==> src/rtl/wb_bus_arbiter.sv <==
// wb_bus_arbiter: two-master Wishbone classic arbiter with a per-transfer
// bus watchdog.
//
// m0 (CPU) and m1 (SPI-slave master) share one bus towards the address
// decoder. Round-robin arbitration stops either master from starving the
// other. A slave that never acks is cut off by the watchdog, which aborts
// the bus cycle and returns a synthetic ack carrying TO_DATA.
//
// Ports:
//   wb_clk, wb_rst_n         clock, asynchronous active-low reset
//   wb_m0_* / wb_m1_*        master-side cyc/stb/we/sel/adr/dat in, ack/rdt out
//   wb_bus_*                 shared bus cyc/stb/we/sel/adr/dat out, ack/rdt in
//   to_clr                   synchronous clear of the timeout statistics
//   to_flag                  sticky "a timeout has occurred"
//   to_count                 number of timeouts, saturating at 255
//   grant                    one-hot current owner (bit0 = m0, bit1 = m1)
module wb_bus_arbiter #(
  parameter int unsigned TIMEOUT = 127,
  parameter logic [31:0] TO_DATA = 32'hdeaddead
) (
  input  logic        wb_clk,
  input  logic        wb_rst_n,

  input  logic        wb_m0_cyc,
  input  logic        wb_m0_stb,
  input  logic        wb_m0_we,
  input  logic [3:0]  wb_m0_sel,
  input  logic [31:0] wb_m0_adr,
  input  logic [31:0] wb_m0_dat,
  output logic        wb_m0_ack,
  output logic [31:0] wb_m0_rdt,

  input  logic        wb_m1_cyc,
  input  logic        wb_m1_stb,
  input  logic        wb_m1_we,
  input  logic [3:0]  wb_m1_sel,
  input  logic [31:0] wb_m1_adr,
  input  logic [31:0] wb_m1_dat,
  output logic        wb_m1_ack,
  output logic [31:0] wb_m1_rdt,

  output logic        wb_bus_cyc,
  output logic        wb_bus_stb,
  output logic        wb_bus_we,
  output logic [3:0]  wb_bus_sel,
  output logic [31:0] wb_bus_adr,
  output logic [31:0] wb_bus_dat,
  input  logic        wb_bus_ack,
  input  logic [31:0] wb_bus_rdt,

  input  logic        to_clr,
  output logic        to_flag,
  output logic [7:0]  to_count,
  output logic [1:0]  grant
);

  localparam int unsigned WDT_W = 16;
  localparam int unsigned CNT_W = 8;
  localparam int unsigned DAT_W = 32;
  localparam int unsigned SEL_W = 4;

  // Last wait cycle before the watchdog fires.
  localparam logic [WDT_W-1:0] WDT_LAST = WDT_W'(TIMEOUT - 1);
  localparam logic [CNT_W-1:0] CNT_MAX  = '1;

  // State is the one-hot grant in bits [1:0] plus a timeout bit in bit 2,
  // so the grant output is just the low two state bits.
  typedef enum logic [2:0] {
    IDLE = 3'b000,
    GNT0 = 3'b001,
    GNT1 = 3'b010,
    TMO0 = 3'b101,
    TMO1 = 3'b110
  } state_t;

  state_t             r_state;
  state_t             w_state_nxt;
  logic               r_last;      // 0: m0 owned the bus last, 1: m1
  logic               w_last_nxt;
  logic [WDT_W-1:0]   r_wdt;
  logic [WDT_W-1:0]   w_wdt_nxt;
  logic               w_timeout;   // watchdog fires on this edge
  logic               r_to_flag;
  logic [CNT_W-1:0]   r_to_count;

  // Signals of whichever master the state currently points at.
  logic               w_sel_m1;
  logic               w_cyc;
  logic               w_stb;
  logic               w_gnt_active;
  logic               w_gnt_any;

  assign w_sel_m1     = r_state[1];
  assign w_cyc        = w_sel_m1 ? wb_m1_cyc : wb_m0_cyc;
  assign w_stb        = w_sel_m1 ? wb_m1_stb : wb_m0_stb;
  assign w_gnt_active = (r_state == GNT0) || (r_state == GNT1);
  assign w_gnt_any    = r_state[0] | r_state[1];

  // State, round-robin pointer and watchdog registers.
  always_ff @(posedge wb_clk or negedge wb_rst_n) begin
    if (!wb_rst_n) begin
      r_state <= IDLE;
      r_last  <= 1'b1;
      r_wdt   <= '0;
    end else begin
      r_state <= w_state_nxt;
      r_last  <= w_last_nxt;
      r_wdt   <= w_wdt_nxt;
    end
  end

  // Next-state, round-robin and watchdog logic.
  always_comb begin
    w_state_nxt = r_state;
    w_last_nxt  = r_last;
    w_wdt_nxt   = r_wdt;
    w_timeout   = 1'b0;

    case (r_state)
      IDLE: begin
        w_wdt_nxt = '0;
        // On a tie the master that did not own the bus last wins.
        if (wb_m0_cyc && wb_m1_cyc) begin
          w_state_nxt = r_last ? GNT0 : GNT1;
        end else if (wb_m0_cyc) begin
          w_state_nxt = GNT0;
        end else if (wb_m1_cyc) begin
          w_state_nxt = GNT1;
        end
      end

      GNT0, GNT1: begin
        if (!w_cyc) begin
          // Owner released (or abandoned) its cycle.
          w_state_nxt = IDLE;
          w_last_nxt  = w_sel_m1;
          w_wdt_nxt   = '0;
        end else if (wb_bus_ack) begin
          // A slave ack always beats an expiring watchdog.
          w_wdt_nxt = '0;
        end else if (w_stb) begin
          if (r_wdt >= WDT_LAST) begin
            w_state_nxt = w_sel_m1 ? TMO1 : TMO0;
            w_wdt_nxt   = '0;
            w_timeout   = 1'b1;
          end else begin
            w_wdt_nxt = r_wdt + WDT_W'(1);
          end
        end
      end

      // One aborted cycle, then hand the bus straight back to the owner.
      TMO0: begin
        w_state_nxt = GNT0;
        w_wdt_nxt   = '0;
      end

      TMO1: begin
        w_state_nxt = GNT1;
        w_wdt_nxt   = '0;
      end

      default: begin
        w_state_nxt = IDLE;
        w_wdt_nxt   = '0;
      end
    endcase
  end

  // Timeout statistics; a concurrent clear wins over a new timeout.
  always_ff @(posedge wb_clk or negedge wb_rst_n) begin
    if (!wb_rst_n) begin
      r_to_flag  <= 1'b0;
      r_to_count <= '0;
    end else if (to_clr) begin
      r_to_flag  <= 1'b0;
      r_to_count <= '0;
    end else if (w_timeout) begin
      r_to_flag <= 1'b1;
      if (r_to_count != CNT_MAX) begin
        r_to_count <= r_to_count + CNT_W'(1);
      end
    end
  end

  assign to_flag  = r_to_flag;
  assign to_count = r_to_count;
  assign grant    = r_state[1:0];

  // Shared bus: controls only while granted; cyc/stb forced low in TMOx
  // so the slave sees the cycle aborted.
  assign wb_bus_cyc = w_gnt_active & w_cyc;
  assign wb_bus_stb = w_gnt_active & w_stb;
  assign wb_bus_we  = w_gnt_any & (w_sel_m1 ? wb_m1_we : wb_m0_we);
  assign wb_bus_sel = w_gnt_any ? (w_sel_m1 ? wb_m1_sel : wb_m0_sel) : SEL_W'(0);
  assign wb_bus_adr = w_gnt_any ? (w_sel_m1 ? wb_m1_adr : wb_m0_adr) : DAT_W'(0);
  assign wb_bus_dat = w_gnt_any ? (w_sel_m1 ? wb_m1_dat : wb_m0_dat) : DAT_W'(0);

  // Master returns: slave ack only while granted, synthetic ack in TMOx.
  assign wb_m0_ack = ((r_state == GNT0) & wb_bus_ack) | (r_state == TMO0);
  assign wb_m1_ack = ((r_state == GNT1) & wb_bus_ack) | (r_state == TMO1);
  assign wb_m0_rdt = (r_state == TMO0) ? TO_DATA : wb_bus_rdt;
  assign wb_m1_rdt = (r_state == TMO1) ? TO_DATA : wb_bus_rdt;

endmodule
==> config.mk <==
export PLATFORM = sky130hd
export DESIGN_NAME = wb_bus_arbiter
export DESIGN_NICKNAME = d
export VERILOG_FILES = /design/src/rtl/wb_bus_arbiter.sv
export SDC_FILE = /design/constraint.sdc
export NUM_CORES = 1
export LEC_CHECK = 0
export CORE_AREA = 2 2 128 130
export CTS_CLUSTER_DIAMETER = 60
export DETAILED_ROUTE_END_ITERATION = 10
export DIE_AREA = 0 0 130 132
export SETUP_SLACK_MARGIN = 0.3
export SYNTH_ARGS = -nofsm -noshare
export SYNTH_HDL_FRONTEND = slang
export SYNTH_SLANG_ARGS = --single-unit
==> constraint.sdc <==
create_clock -name wb_clk -period 2.5 [get_ports wb_clk]
set_clock_uncertainty 0.1 [all_clocks]
set_input_delay 0.5 -clock wb_clk [delete_from_list [all_inputs] [get_ports wb_clk]]
set_output_delay 0.5 -clock wb_clk [all_outputs]
set_load 0.01 [all_outputs]
==> impl_metrics.toml <==
[synthesis]
netlist_instances = 337
synth.yosys.warnings = 0
synth_area_mm2 = 0.00275
yosysTopAreaCell = "dfrtp_1"
dominantRegCellSynth = "dfrtp_1"
synth_area_leaders = "dfrtp_1, a22o_1, nand2b_1"
synthDistinctLibCells = 48
netlist.area_leader.share = 0.255
ys_seq_area_frac = 0.264
ys_ff_latch = 29
synth_nets = 518
syn_avg_cell_area_um2 = 8.16
synth_edf_count = 0
async_reset_ff_frac = 1.00

[timing]
slew_violations = 0
fin_crit_sh = 0.955
setup_viol = 0
fmax_mhz = 419
tightest_slew_ns = 0.441
tns_ns = 0
relSlewSlack = 0.705
hold_slack_ns = 0.413
grt_setup_unrepaired = "true"
hold_violations = 0
min_period_ns = 2.39

[critical_path]
rr_worst_depth = 8
critPathRequiredTime_ns = 1.90
cp-end-kind = "primary output"
critPathLaunchType = "flop"
cp_max_fo = 6
reg2reg_slack_ns = 0.17
reg2reg_from = "r_state[0]"
worstReg2RegEnd = "to_count[6]"
cp-startpoint = "r_state[1]"
endpoint = "wb_bus_adr[30]"
worstPathArrival_ns = 1.79
crit_type = "flop to primary output"

[routing]
drt-total-wl_um = 21100
first_iter_violations = 313
drt.antenna.violating_nets = 0
wl_per_cell_um = 22.2
vias = 4399
drc = 0
first_pass_iters = 4
viasPerCell = 4.64

[floorplanning]
io_pins = 326
core_mm2 = 0.0157
dieArea_mm2 = 0.0172
die_w_um = 130
dieHeight_um = 132
num_rows = 46
initial_core_util = 0.175

[global_routing]
grt_remaining_overflow = 0
grt_max_degree = 30
antenna_found_initial = 9
grt_pass1_wl_um = 27900
track_usage = 0.224
grt_pass1_vias = 4211

[layout]
area_delta_synth_final_pct = 164
multiInputGateArea_mm2 = 0.00217
nets = 905
fin_util = 0.462
drive_gt1_frac = 0.356
fillCellCount = 1538
final-seq-area_um2 = 728

[placed_design]
hpwl_um = 15200
port_buffers = 325
gp_congestion = 0.865

[clock_tree]
cts.sink_count = 29
clk_latency_ns = 0.28
cts_max_level = 2
cts_made_buffers = 5
cts_root_buf = "clkbuf_16"
cts_buffer_depth = 2
cts_tree = "done"
clkTransAtPathRegs_ns = 0.05

[min_path]
hold_depth = 2
hp-class = "flop to flop"

[flow_run]
cap_violations = 0

[pwr]
p_leak_nw = 3.26
ir_drop_mv = 0.331
fin_total_pwr_mw = 4.69
power_density_mw_per_mm2 = 646

[outcome]
status = "complete, no violations"
==> registers in the layout, indices dropped and copies added (netlist names) <==
register	cells
r_last	1
r_state	3
r_wdt	16
to_count	8
to_flag	1
==> layer usage <==
metal  GRT usage  vias up  part of all wire
li1            -     2035                 -
met1       0.291     2099              0.43
met2       0.361      228              0.47
met3      0.0686       27             0.083
met4      0.0568       10             0.017
met5           0        -            0.0030
==> synth_stat cells, drive strengths merged, types with 4 or more instances <==
master,count
dfrtp,28
nor2,32
o21ai,7
nand2,7
xor2,5
and3,4
nor3,8
buf,8
a21oi,10
clkbuf,22
inv,4
a22o,69
a31oi,5
and2,24
a211oi,4
nand3,8
nand2b,49
==> final cells by class <==
| type | instances | area share |
|---|---|---|
| diodes | 8 | 0.00276 |
| flip-flops and latches | 29 | 0.100 |
| multi-input cells | 278 | 0.299 |
| repair buffers | 406 | 0.539 |
| clock buffers | 6 | 0.0178 |
| well taps | 216 | 0.0372 |
| clock inverters | 2 | 0.00138 |
| inverters | 4 | 0.00207 |
==> critical path: stages, from the launching register on <==
cell and delay (ns):
dfrtp_2 0.42, buf_6 0.12, nor2b_4 0.16, buf_6 0.12, buf_12 0.10, buf_12 0.11, buf_16 0.12, buf_12 0.10
a22o_1 0.13, buf_2 0.13
==> how the worst min path moves through the flow <==
stage | startpoint | endpoint | slack [ns]
CTS | r_wdt[15] | r_wdt[15] | 0.41
detailed placement | r_wdt[15] | r_wdt[15] | 0.40
global route | to_flag | to_flag | 0.44
finish | r_wdt[15] | r_wdt[15] | 0.41
global placement | r_wdt[15] | r_wdt[15] | 0.39
floorplan | wb_rst_n | r_state[0] | 0.10
==> cell families (layout without fill, tap and decap cells) <==
group	count (synthesis)	after routing	share of synthesized area
adders and majority gates	3	3	0.0137
buffers and inverters	34	418	0.0532
muxes	5	5	0.0196
DFF	29	29	0.264
and+or+nand+nor	154	157	0.322
AOI/OAI and AO/OA	104	105	0.302
xor gates and xnor gates	8	8	0.0255
other	0	8	0
==> power by group <==
part	total [mW]	leakage, nW	internal (mW)	switching, mW
sequential	0.525	0.398	0.504	0.0215
combinational	3.59	2.80	2.05	1.54
clock	0.575	0.0707	0.365	0.210
total	4.69	3.26	2.92	1.78
==> layout by cell type, fill, tap and decap left out, types with 4 or more instances in the layout <==
master | synthesis | layout
clkbuf_2 | 0 | 21
a31oi_1 | 5 | 5
a21oi_2 | 0 | 4
clkbuf_16 | 0 | 9
diode_2 | 0 | 8
nor3_1 | 8 | 6
nand2b_1 | 49 | 43
nor2_1 | 31 | 30
a21oi_1 | 10 | 6
clkdlybuf4s50_1 | 0 | 187
and2_4 | 0 | 10
or2_4 | 0 | 4
buf_6 | 1 | 36
dfrtp_1 | 28 | 27
nand3_1 | 8 | 8
buf_2 | 3 | 68
o21ai_0 | 5 | 4
a22o_1 | 69 | 65
buf_12 | 0 | 9
nand2b_4 | 0 | 6
buf_16 | 0 | 12
dlygate4sd2_1 | 0 | 21
xor2_1 | 5 | 5
a22o_4 | 0 | 4
and3_1 | 4 | 4
nand2_1 | 7 | 6
buf_4 | 2 | 41
and2_1 | 24 | 14
==> metrics by stage <==
stage | cells | setup slack, ns | instance area, µm²
2_1_floorplan | 337 | 0.335 | 2750
3_3_place_gp | 875 | -0.140 | 6400
3_5_place_dp | 875 | -0.148 | 6400
4_1_cts | 925 | 0.0918 | 6910
5_1_grt | 944 | 0.0439 | 7250
6_report | 949 | 0.112 | 7260
==> what timing repair did <==
item	4_1_cts	5_1_grt
hold buffers	0	0
endpoints found under the setup margin	143	137
pin swaps	13	27
gates resized for setup	420	164
cloned	14	5
buffers inserted	28	11
Power figures use the tool's default switching activity.
